### src/rtl/ex_mem_branch_if.sv
// ---------------------------------------------------------------------------
// ex_mem_branch_if
//   Bundles the EX-side inputs and the MEM-side registered outputs of the
//   EX/MEM pipeline register.
//
//   Modports:
//     master : the EX stage / environment; drives the *_in fields and
//              observes the registered outputs.
//     slave  : the EX/MEM register itself; consumes *_in and drives the
//              registered outputs.
//
//   Parameters:
//     B  : datapath width (PC, offsets, ALU result, store data)
//     RW : register-file address width
// ---------------------------------------------------------------------------
interface ex_mem_branch_if #(
  parameter int B  = 32,
  parameter int RW = 5
);

  // EX-stage side
  logic          valid_in;
  logic [B-1:0]  pc_plus4_in;
  logic [B-1:0]  offset_in;
  logic [B-1:0]  alu_result_in;
  logic          alu_zero_in;
  logic [B-1:0]  rt_data_in;
  logic [RW-1:0] write_reg_in;
  logic          branch_in;
  logic          branch_ne_in;
  logic          reg_write_in;
  logic          mem_to_reg_in;
  logic          mem_read_in;
  logic          mem_write_in;

  // MEM-stage side (registered)
  logic          valid_out;
  logic [B-1:0]  branch_target;
  logic          pc_src;
  logic [B-1:0]  alu_result_out;
  logic [B-1:0]  rt_data_out;
  logic [RW-1:0] write_reg_out;
  logic          reg_write_out;
  logic          mem_to_reg_out;
  logic          mem_read_out;
  logic          mem_write_out;

  modport master (
    output valid_in, pc_plus4_in, offset_in, alu_result_in, alu_zero_in,
           rt_data_in, write_reg_in, branch_in, branch_ne_in,
           reg_write_in, mem_to_reg_in, mem_read_in, mem_write_in,
    input  valid_out, branch_target, pc_src, alu_result_out, rt_data_out,
           write_reg_out, reg_write_out, mem_to_reg_out, mem_read_out,
           mem_write_out
  );

  modport slave (
    input  valid_in, pc_plus4_in, offset_in, alu_result_in, alu_zero_in,
           rt_data_in, write_reg_in, branch_in, branch_ne_in,
           reg_write_in, mem_to_reg_in, mem_read_in, mem_write_in,
    output valid_out, branch_target, pc_src, alu_result_out, rt_data_out,
           write_reg_out, reg_write_out, mem_to_reg_out, mem_read_out,
           mem_write_out
  );

endinterface : ex_mem_branch_if

### src/rtl/ex_mem_branch_latch.sv
// ---------------------------------------------------------------------------
// ex_mem_branch_latch
//   EX/MEM pipeline register of the 5-stage MIPS core. Computes the branch
//   target (PC+4 plus the already word-aligned offset), resolves beq/bne from
//   the ALU zero flag, and registers target, taken decision, ALU result,
//   store data, destination register and the MEM/WB controls.
//
//   Ports:
//     clk    : rising-edge clock
//     reset  : synchronous, active-high reset (clears every output)
//     stall  : 1 = hold every output register
//     flush  : 1 = load a bubble (all outputs 0); wins over stall
//     bus    : ex_mem_branch_if.slave -- EX inputs and registered outputs
//
//   Every output is a flop; there is no combinational input->output path.
//   Per-edge priority: reset > flush > stall > load.
//   The hazard unit is responsible for flushing IF/ID/EX when pc_src rises;
//   this register never flushes itself.
// ---------------------------------------------------------------------------
module ex_mem_branch_latch #(
  parameter int B  = 32,
  parameter int RW = 5
) (
  input  logic           clk,
  input  logic           reset,
  input  logic           stall,
  input  logic           flush,
  ex_mem_branch_if.slave bus
);

  // -------------------------------------------------------------------------
  // EX-side combinational terms
  // -------------------------------------------------------------------------
  logic [B-1:0] target_sum;
  logic         taken;

  // Truncating add: carry out of bit B-1 is dropped, so targets wrap modulo
  // 2**B and a two's-complement offset naturally branches backwards.
  assign target_sum = bus.pc_plus4_in + bus.offset_in;

  // With both beq and bne set, exactly one of the terms fires, so the
  // branch is taken whenever the instruction is valid.
  assign taken = bus.valid_in &
                 ((bus.branch_in    &  bus.alu_zero_in) |
                  (bus.branch_ne_in & ~bus.alu_zero_in));

  // -------------------------------------------------------------------------
  // Pipeline register
  // -------------------------------------------------------------------------
  // NOTE: sequential state uses non-blocking assignments so every flop
  // samples the pre-edge values regardless of statement order.
  always_ff @(posedge clk) begin
    if (reset || flush) begin
      // Reset and flush both leave a clean bubble; flush also overrides a
      // simultaneous stall so a squashed instruction cannot survive a hold.
      bus.valid_out      <= 1'b0;
      bus.branch_target  <= '0;
      bus.pc_src         <= 1'b0;
      bus.alu_result_out <= '0;
      bus.rt_data_out    <= '0;
      bus.write_reg_out  <= '0;
      bus.reg_write_out  <= 1'b0;
      bus.mem_to_reg_out <= 1'b0;
      bus.mem_read_out   <= 1'b0;
      bus.mem_write_out  <= 1'b0;
    end else if (!stall) begin
      bus.valid_out      <= bus.valid_in;
      bus.branch_target  <= target_sum;
      bus.pc_src         <= taken;
      bus.alu_result_out <= bus.alu_result_in;
      bus.rt_data_out    <= bus.rt_data_in;
      bus.write_reg_out  <= bus.write_reg_in;
      // Controls are qualified by valid so a bubble can never write the
      // register file or memory downstream.
      bus.reg_write_out  <= bus.reg_write_in  & bus.valid_in;
      bus.mem_to_reg_out <= bus.mem_to_reg_in & bus.valid_in;
      bus.mem_read_out   <= bus.mem_read_in   & bus.valid_in;
      bus.mem_write_out  <= bus.mem_write_in  & bus.valid_in;
    end
    // stall without flush: no assignment, every flop holds.
  end

endmodule : ex_mem_branch_latch

### src/flat_wrapper.sv
// flat-port wrapper written by rule: the top's interface ports become plain ports
module ex_mem_branch_latch_flat 
#(
  parameter int B  = 32,
  parameter int RW = 5
)
  (clk, reset, stall, flush, bus_valid_in, bus_pc_plus4_in, bus_offset_in, bus_alu_result_in, bus_alu_zero_in, bus_rt_data_in, bus_write_reg_in, bus_branch_in, bus_branch_ne_in, bus_reg_write_in, bus_mem_to_reg_in, bus_mem_read_in, bus_mem_write_in, bus_valid_out, bus_branch_target, bus_pc_src, bus_alu_result_out, bus_rt_data_out, bus_write_reg_out, bus_reg_write_out, bus_mem_to_reg_out, bus_mem_read_out, bus_mem_write_out);
  ex_mem_branch_if #(.B(B), .RW(RW)) bus_i ();
  input  logic clk;
  input  logic reset;
  input  logic stall;
  input  logic flush;
  input wire logic [$bits(bus_i.valid_in)-1:0] bus_valid_in;
  input wire logic [$bits(bus_i.pc_plus4_in)-1:0] bus_pc_plus4_in;
  input wire logic [$bits(bus_i.offset_in)-1:0] bus_offset_in;
  input wire logic [$bits(bus_i.alu_result_in)-1:0] bus_alu_result_in;
  input wire logic [$bits(bus_i.alu_zero_in)-1:0] bus_alu_zero_in;
  input wire logic [$bits(bus_i.rt_data_in)-1:0] bus_rt_data_in;
  input wire logic [$bits(bus_i.write_reg_in)-1:0] bus_write_reg_in;
  input wire logic [$bits(bus_i.branch_in)-1:0] bus_branch_in;
  input wire logic [$bits(bus_i.branch_ne_in)-1:0] bus_branch_ne_in;
  input wire logic [$bits(bus_i.reg_write_in)-1:0] bus_reg_write_in;
  input wire logic [$bits(bus_i.mem_to_reg_in)-1:0] bus_mem_to_reg_in;
  input wire logic [$bits(bus_i.mem_read_in)-1:0] bus_mem_read_in;
  input wire logic [$bits(bus_i.mem_write_in)-1:0] bus_mem_write_in;
  output wire logic [$bits(bus_i.valid_out)-1:0] bus_valid_out;
  output wire logic [$bits(bus_i.branch_target)-1:0] bus_branch_target;
  output wire logic [$bits(bus_i.pc_src)-1:0] bus_pc_src;
  output wire logic [$bits(bus_i.alu_result_out)-1:0] bus_alu_result_out;
  output wire logic [$bits(bus_i.rt_data_out)-1:0] bus_rt_data_out;
  output wire logic [$bits(bus_i.write_reg_out)-1:0] bus_write_reg_out;
  output wire logic [$bits(bus_i.reg_write_out)-1:0] bus_reg_write_out;
  output wire logic [$bits(bus_i.mem_to_reg_out)-1:0] bus_mem_to_reg_out;
  output wire logic [$bits(bus_i.mem_read_out)-1:0] bus_mem_read_out;
  output wire logic [$bits(bus_i.mem_write_out)-1:0] bus_mem_write_out;
  assign bus_i.valid_in = bus_valid_in;
  assign bus_i.pc_plus4_in = bus_pc_plus4_in;
  assign bus_i.offset_in = bus_offset_in;
  assign bus_i.alu_result_in = bus_alu_result_in;
  assign bus_i.alu_zero_in = bus_alu_zero_in;
  assign bus_i.rt_data_in = bus_rt_data_in;
  assign bus_i.write_reg_in = bus_write_reg_in;
  assign bus_i.branch_in = bus_branch_in;
  assign bus_i.branch_ne_in = bus_branch_ne_in;
  assign bus_i.reg_write_in = bus_reg_write_in;
  assign bus_i.mem_to_reg_in = bus_mem_to_reg_in;
  assign bus_i.mem_read_in = bus_mem_read_in;
  assign bus_i.mem_write_in = bus_mem_write_in;
  assign bus_valid_out = bus_i.valid_out;
  assign bus_branch_target = bus_i.branch_target;
  assign bus_pc_src = bus_i.pc_src;
  assign bus_alu_result_out = bus_i.alu_result_out;
  assign bus_rt_data_out = bus_i.rt_data_out;
  assign bus_write_reg_out = bus_i.write_reg_out;
  assign bus_reg_write_out = bus_i.reg_write_out;
  assign bus_mem_to_reg_out = bus_i.mem_to_reg_out;
  assign bus_mem_read_out = bus_i.mem_read_out;
  assign bus_mem_write_out = bus_i.mem_write_out;
  ex_mem_branch_latch #(.B(B), .RW(RW)) u_core (.clk(clk), .reset(reset), .stall(stall), .flush(flush), .bus(bus_i));
endmodule
### config.mk
export PLATFORM = sky130hd
export DESIGN_NAME = ex_mem_branch_latch_flat
export DESIGN_NICKNAME = d
export VERILOG_FILES = /design/src/rtl/ex_mem_branch_if.sv /design/src/rtl/ex_mem_branch_latch.sv /design/src/flat_wrapper.sv
export SDC_FILE = /design/constraint.sdc
export NUM_CORES = 1
export LEC_CHECK = 0
export ABC_CLOCK_PERIOD_IN_PS = 2600
export CAP_MARGIN = 20
export CORE_MARGIN = 1
export CORE_UTILIZATION = 38
export CTS_CLUSTER_DIAMETER = 100
export DETAILED_ROUTE_END_ITERATION = 8
export PLACE_DENSITY = 0.82
export RECOVER_POWER = 100
export SYNTH_ARGS = -nofsm -noshare
export SYNTH_HDL_FRONTEND = slang
export SYNTH_SLANG_ARGS = --single-unit
### constraint.sdc
create_clock -name clk -period 2.6 [get_ports clk]
set_input_delay 0.65 -clock clk [delete_from_list [all_inputs] [get_ports clk]]
set_output_delay 0.65 -clock clk [all_outputs]
set_load 0.005 [all_outputs]
== After elaboration in Yosys (flattened, before gate mapping) ==
Index checks and enable logic that the tools add are counted.
Storage, ports and cells
  bits in registers: 107
  word-level logic and storage cells: 21
Cells by class
  $add $sub $neg: 1
  bitwise gates (word level): 9
  reduce and logical (&&, ||, !) cells: 1
Operators with widths (number)
  adder 32 bit: 1
  AND 1 bit: 7
  logical OR 1 bit: 1
  inverter 1 bit: 1
  bitwise OR 1 bit: 1

== Logic depth before layout (Yosys ltp) ==
Gate-level depths: netlist (run 1).
  depth after elaboration: 4
  mapped depth: 9

== Worst setup path before layout (run 1) ==
No wires, ideal clock.
  path type: input-to-reg
  start: input port bus_offset_in[0]
  end: register u_core.bus.branch_target[24]
  library setup time: 127 ps
  arrival time: 2601 ps
  required time: 2473 ps
  path slack: -128 ps
  stages: 9
  path buffers: 0
  cell sequence: ha_1 -> fa_1 -> a211oi_1 -> o21ai_1 -> nand4_1 -> o221ai_2 -> a21o_1 -> nor4b_1 -> or3_1
On the way
  word-level cells in the longest chain between the ends: 1
Ends and longest elaborated chain
  from (decl): RTL line flat_wrapper.sv:15  | input wire logic [$bits(bus_i.offset_in)-1:0] bus_offset_in;
  adder 32 bit: RTL line ex_mem_branch_latch.sv:39  | assign target_sum = bus.pc_plus4_in + bus.offset_in;
  to (signal assigned): RTL line ex_mem_branch_latch.sv:68  | bus.branch_target <= target_sum;
  to (decl): RTL line ex_mem_branch_if.sv:61  | output valid_out, branch_target, pc_src, alu_result_out, rt_data_out,
No other way between the ends.
A chain may end at the register's enable or synchronous reset.

== Final worst setup path (run 1) ==
  start: input port bus_offset_in[13]
  end: register u_core.bus.branch_target[24]
Same word-level chain as after synthesis.

==> summary.md, run 1 <==
| Metric | Value |
|---|---|
| Outcome | `completed` |
| CTS root buf | `clkbuf_16` |
| Final period utilization | `96.76%` |
| Top cell type's share of synthesized area | `39.13%` |
| CTS Buffer Depth | `2` |
| DR iter-0 viols | `245` |
| Largest net degree at the start of global routing | `88` |
| Gate count of the mapped netlist | `636` |
| Die area | `14890 um2` |
| Tot Pwr | `4395 uW` |
| Total CTS buffers | `9` |
| Total iterations of the first detailed-routing run | `4` |
| Mapped cell area | `5474 um2` |
| Post-synth EDFFs | `0` |
| Max-slew headroom at the worst pin | `35.17%` |
| Core Footprint | `13990 um2` |
| Cell family with most CP delay | `compound AO/OA/AOI/OAI gates` |
| Drt wl/cell | `14.94 um` |
| Worst reg2reg startpoint | `u_core.bus.branch_target[24]$_SDFFE_PP0N_` |
| Synth warn | `0` |
| Fin area | `9286 um2` |
| Placement Cell Area | `8740 um2` |
| Hold_buf cts | `0` |
| Number of global-route vias before repair | `5390` |
| Reg2Reg Depth | `3` |
| Seq/Total Area, Yosys | `39.13%` |
| CP Buf/Inv Count | `1` |
| P per Cell Area | `473.3 nW/um2` |
| CP arrival | `2.73 ns` |
| HP Class | `reg -> reg` |
| Met1 Use GR | `25.33%` |
| Top-Level Pins | `252` |
| Grt total ovfl | `0` |
| Total leakage power | `0.004246 uW` |
| Peak per-stage delay on the critical path | `0.40 ns` |
| Crit path from | `bus_offset_in[13]` |
| Final Skew | `0 ns` |
| Crit path kind | `in -> reg` |
| MaxCap Viol Count | `0` |
| Initial antenna violation count | `0` |
| Non-Filler Instances | `1140` |
| Syn nets | `813` |
| GRT met3 Usage | `3.230%` |
| Syn_area_per_cell | `8.607 um2` |
| Rows | `43` |
| Sequence of cells on the critical path | `clkdlybuf4s50_1, ha_1, a21oi_1, o21a_1, o221ai_1, a21o_1, nor4b_2, or3_1` |
| Seq cells post-synth | `107` |
| R2R Setup Slk | `1.66 ns` |
| DR vias/cell | `4.991` |
| Depth of the CTS H-tree | `3` |
| RD Place Congestion | `0.8944` |
| Die width | `122.0 um` |
| CP startpoint kind | `primary input` |
| CTS tree | `done` |
| Gr busiest metal | `met2` |
| Die Y | `122.0 um` |
| Clock insertion delay at the later pin of the skew report | `0.33 ns` |
| Slowest-stage cell, CP | `clkdlybuf4s50_1` |
| Crit path required time | `2.82 ns` |
| Setup crit end | `u_core.bus.branch_target[24]$_SDFFE_PP0N_` |
| Vias | `5690` |
| Starting Density | `39.13%` |
| Async SR Flop Fraction | `0%` |
| Total Nets Final | `1132` |
| Worst Path Max Fanout | `5` |
| Layout cell share with drive strength beyond 1 | `15.42%` |
| Setup violators final | `0` |
| Peak supply drop | `0.2774 mV` |
| Final Hold Viols | `0` |
| Post-synth top flop | `dfxtp_1` |
| CP endpoint kind | `flip-flop` |
| Min Tclk post-route | `2.516 ns` |
| Area delta synth->final | `69.65%` |
| Top cells by area, synth | `dfxtp_1 (39%), mux2i_1 (14%), nor2_1 (8.4%)` |
| Ant. Diodes | `0` |
| FF-to-FF End | `u_core.bus.branch_target[24]$_SDFFE_PP0N_` |
| Total clock sinks | `107` |
| CTS clk-pin slew, worst paths | `0.08 ns` |
| Fmax achieved | `0.3975 GHz` |
| Placed Cells | `1119` |
| GRT Total Usage | `21.64%` |
| Count of final max-slew check failures | `0` |
| Routed Antenna Nets | `0` |
| First-pass GRT wire length | `25590 um` |
| Met2 global-route usage | `39.48%` |
| Final wirelength | `17030 um` |
| Port bufs | `251` |
| Worst-margin pin slew | `0.9725 ns` |
| Synth unique cells | `51` |
| Levels on crit path | `8` |
| Hpwl dp | `13220 um` |
| Residual DRC | `0` |
| Dominant cell type by area after synthesis | `dfxtp_1` |
## kinds of logic after synthesis
logic type      synth area share, %
xor+xnor                      4.000
flops                         39.13
buf+inv                       3.543
mux                           14.65
simple gates                  16.73
compound gates                14.49
fa+ha+maj                     7.451
## cell type report
class,instances,area [um2]
fill,1136,4702
clock buffer,9,225.2
clock inverter,7,91.34
timing repair buffer,348,3246
inverter,7,26.28
sequential,107,2142
multi-input combinational,482,3331
tap,180,225.2
## registers in the layout, indices dropped and copies added (netlist names)
| signal | flops |
|---|---|
| u_core.bus.mem_write_out | 1 |
| u_core.bus.valid_out | 1 |
| u_core.bus.alu_result_out | 32 |
| u_core.bus.rt_data_out | 32 |
| u_core.bus.reg_write_out | 1 |
| u_core.bus.pc_src | 1 |
| u_core.bus.mem_read_out | 1 |
| u_core.bus.branch_target | 32 |
| u_core.bus.write_reg_out | 5 |
| u_core.bus.mem_to_reg_out | 1 |
## power by group
part	switching (uW)	internal, uW
Sequential	34.1	1700
Clock	666	776
Combinational	530	685
Total	1230	3160
## routing by layer
layer	vias to the layer above	share of wire [%]	wire length [um]
met3	23	5.9	1013
met4	0	1.7	292
li1	2865	-	-
met2	186	50	8543
met1	2616	42	7182
met5	-	0	0
## metrics by stage
step | hold WS (ns) | worst slack [ns] | utilization (%) | setup TNS [ns]
after floorplan | 0.4487 | 0.006747 | - | 0
after global placement | 0.4359 | -0.5240 | 62.48 | -7.679
after detailed placement | 0.4426 | -0.5577 | 62.48 | -8.572
after CTS | 0.4610 | 0.006098 | 65.40 | 0
after global routing | 0.4734 | -0.009170 | 66.39 | -0.009170
final | 0.4487 | 0.08422 | 66.39 | 0
## worst min-delay path by stage
stage                                                         start  cells past startpoint                                   endpoint  slack [ns]
after floorplan           u_core.bus.branch_target[15]$_SDFFE_PP0N_                      2  u_core.bus.branch_target[15]$_SDFFE_PP0N_        0.45
after global placement    u_core.bus.branch_target[29]$_SDFFE_PP0N_                      2  u_core.bus.branch_target[29]$_SDFFE_PP0N_        0.44
after detailed placement  u_core.bus.branch_target[19]$_SDFFE_PP0N_                      2  u_core.bus.branch_target[19]$_SDFFE_PP0N_        0.44
after CTS                 u_core.bus.branch_target[19]$_SDFFE_PP0N_                      2  u_core.bus.branch_target[19]$_SDFFE_PP0N_        0.46
after global routing      u_core.bus.branch_target[17]$_SDFFE_PP0N_                      2  u_core.bus.branch_target[17]$_SDFFE_PP0N_        0.47
final                     u_core.bus.branch_target[19]$_SDFFE_PP0N_                      2  u_core.bus.branch_target[19]$_SDFFE_PP0N_        0.45
## synth_stat cells, drive strengths merged, types with 6 or more instances
cell	count
mux2i	79
xnor2	8
nand2	47
a21oi	46
xor2	17
o21ai	36
clkbuf	21
a21o	6
a31oi	6
nand4	12
dfxtp	107
inv	7
nor3	7
nor2	125
a22oi	6
buf	19
nand3	10
ha	31
## worst reg2reg max path: stages (launching register included)
cell,delay (ns)
dfxtp_1,0.34
nand2_1,0.06
o311ai_0,0.11
or3_1,0.31
## what timing repair did
action / CTS / global route
buffers inserted: 4 / 1
pin swaps: 13 / 16
endpoints found under the setup margin: 15 / 14
gates resized for setup: 14 / 31
endpoints found under the hold margin: 0 / 0
## layout by cell type (no fill, tap or decap), drive strengths merged, types with 3 or more instances in the layout
cell type      count
dfxtp            107
a22oi              6
nand2             47
dlygate4sd2        4
nor3               7
dlygate4sd3      108
nand2b             3
o21ai             36
clkdlybuf4s50    132
a31oi              6
ha                31
a21o               6
clkbuf            13
o21a               4
nor2             125
nand4             12
buf               94
dlymetal6s2s       6
o211ai             5
xor2              17
a211oi             5
o221ai             3
xnor2              8
inv               11
nand3             10
a21oi             46
mux2i             79
No activity file was read; power rests on OpenSTA's default activity.
==> run 2, diff against run 1 <==
--- a/config.mk
+++ b/config.mk
@@ -11,7 +11,7 @@
 export CORE_UTILIZATION = 38
 export CTS_CLUSTER_DIAMETER = 100
 export DETAILED_ROUTE_END_ITERATION = 8
-export PLACE_DENSITY = 0.82
+export PLACE_DENSITY = 0.85
 export RECOVER_POWER = 100
 export SYNTH_ARGS = -nofsm -noshare
 export SYNTH_HDL_FRONTEND = slang
==> run 2 against run 1 <==
Against the previous run:
- count of clock-buffer cells in the layout is the same
- maximum frequency is 2.2% lower
- sequential power about the same
- routed wire length is 3.8% higher
- cell count shrank 0.26%
- critical path depth rose by 1
- global-route usage rose by 0.93 points
- worst setup slack worse by 0.055 ns
- critical path type unchanged
- highest routed layer unchanged
==> summary.md, run 2 (synthesis results as in run 1) <==
| Metric | Value |
|---|---|
| Outcome | `completed` |
| Grt total ovfl | `0` |
| Port bufs | `251` |
| DR iter-0 viols | `266` |
| Largest net degree at the start of global routing | `70` |
| GRT Total Usage | `22.57%` |
| CTS Buffer Depth | `2` |
| Ant. Diodes | `0` |
| Depth of the CTS H-tree | `3` |
| Worst Slack Setup Final | `0.02886 ns` |
| RD Place Congestion | `0.9148` |
| MaxCap Viol Count | `0` |
| Pre-CTS setup slack | `-0.5950 ns` |
| HP Class | `reg -> reg` |
| Cell family with most CP delay | `compound AO/OA/AOI/OAI gates` |
| Total leakage power | `0.004234 uW` |
| Placement Cell Area | `8722 um2` |
| Slowest-stage cell, CP | `clkdlybuf4s50_1` |
| Placed Cells | `1115` |
| Total Nets Final | `1129` |
| CTS clk-pin slew, worst paths | `0.08 ns` |
| Top-Level Pins | `252` |
| Fmax achieved | `0.3889 GHz` |
| Vias | `5798` |
| Worst path most repeated cell | `a21oi_1` |
| Final wirelength | `17680 um` |
| CTS root buf | `clkbuf_16` |
| Drt wl/cell | `15.55 um` |
| Initial antenna violation count | `0` |
| Count of final max-slew check failures | `0` |
| Total iterations of the first detailed-routing run | `5` |
| Final Hold Viols | `0` |
| CP startpoint kind | `primary input` |
| Clock insertion delay at the later pin of the skew report | `0.34 ns` |
| Total clock sinks | `107` |
| Total CTS buffers | `9` |
| Final period utilization | `98.89%` |
| DR vias/cell | `5.099` |
| Crit path kind | `in -> reg` |
| First-pass GRT wire length | `26390 um` |
| Die Y | `122.0 um` |
| Die width | `122.0 um` |
| Area delta synth->final | `69.42%` |
| Sequence of cells on the critical path | `clkdlybuf4s50_1, ha_4, a21oi_1, o21ai_2, a21oi_1, o221ai_2, a21o_1, nor4b_1, or3_1` |
| Rows | `43` |
| Hold_buf cts | `0` |
| Min Tclk post-route | `2.571 ns` |
| Peak supply drop | `0.3122 mV` |
| P per Cell Area | `471.5 nW/um2` |
| Peak per-stage delay on the critical path | `0.51 ns` |
| Die area | `14890 um2` |
| CP arrival | `2.79 ns` |
| Hpwl dp | `13650 um` |
| Commonest non-fill, non-tap cells in the layout | `clkdlybuf4s50_1 (132), nor2_1 (122), dlygate4sd3_1 (108), dfxtp_1 (107), buf_4 (91)` |
| Top flop regs | `u_core.bus.alu_result_out: 32 flops, u_core.bus.branch_target: 32 flops, u_core.bus.rt_data_out: 32 flops` |
| Min Hold Slack | `0.4611 ns` |
| Starting Density | `39.13%` |
| Layout cell share with drive strength beyond 1 | `14.94%` |
| CP Buf/Inv Count | `1` |
| Core Footprint | `13990 um2` |
| Max-slew headroom at the worst pin | `17.24%` |
| Residual DRC | `0` |
| Worst-margin pin slew | `1.241 ns` |
| Post-route setup TNS | `0 ns` |
| Worst Path Max Fanout | `6` |
| Final Skew | `0 ns` |
| CP endpoint kind | `flip-flop` |
| CTS tree | `done` |
| RSZ-0062 raised after global routing | `true` |
| Setup violators final | `0` |
| Fin area | `9274 um2` |
| Non-Filler Instances | `1137` |
| Commonest non-fill, non-tap cell in the layout | `clkdlybuf4s50_1` |
| Crit path required time | `2.82 ns` |
| Number of global-route vias before repair | `5336` |
| Routed Antenna Nets | `0` |
run 2: stage by stage:
step / utilization [%] / power [uW]
after floorplan: - / 2309
after global placement: 62.35 / 2936
after detailed placement: 62.35 / 2958
after CTS: 64.91 / 4373
after global routing: 66.30 / 4592
final: 66.30 / 4373
run 2: cell type report:
cell class,count,area [um2]
Clock inverter,7,86.33
Inverter,7,26.28
Sequential cell,107,2142
Fill cell,1116,4715
Timing Repair Buffer,345,3242
Clock buffer,9,225.2
Tap cell,180,225.2
Multi-Input combinational cell,482,3327
run 2: repair_timing:
action                     in CTS  in global routing
resized for setup               8                 41
setup endpoints to repair       9                 18
pin swaps                      10                 15
cloned                          0                  0
setup buffers                   4                  2
run 2: worst min-delay path: cells and delay by family, from the launching register on:
| kind | cells | cell delay (ns) |
|---|---|---|
| and+or+nand+nor | 1 | 0.04 |
| AOI/OAI and AO/OA | 1 | 0.05 |
| DFF | 1 | 0.33 |
run 2: report_power, final:
part | internal (uW) | switching (uW)
logic | 690 | 545
registers | 1700 | 35.7
clock network | 698 | 700
run 2: worst paths after layout:
path                                             startpoint  cells after the start  slack [ns]                                   endpoint
hold reg to reg   u_core.bus.branch_target[21]$_SDFFE_PP0N_                      2        0.46  u_core.bus.branch_target[21]$_SDFFE_PP0N_
setup / recovery                           bus_offset_in[9]                      9        0.03  u_core.bus.branch_target[24]$_SDFFE_PP0N_
hold / removal    u_core.bus.branch_target[21]$_SDFFE_PP0N_                      2        0.46  u_core.bus.branch_target[21]$_SDFFE_PP0N_
setup reg to reg  u_core.bus.branch_target[24]$_SDFFE_PP0N_                      3        1.64  u_core.bus.branch_target[24]$_SDFFE_PP0N_
run 2: routing by layer:
layer,share of wire (%),GRT usage [%]
met2,51,40.64
met4,2.0,8.025
met3,6.5,3.605
met1,40,26.80
met5,0,0
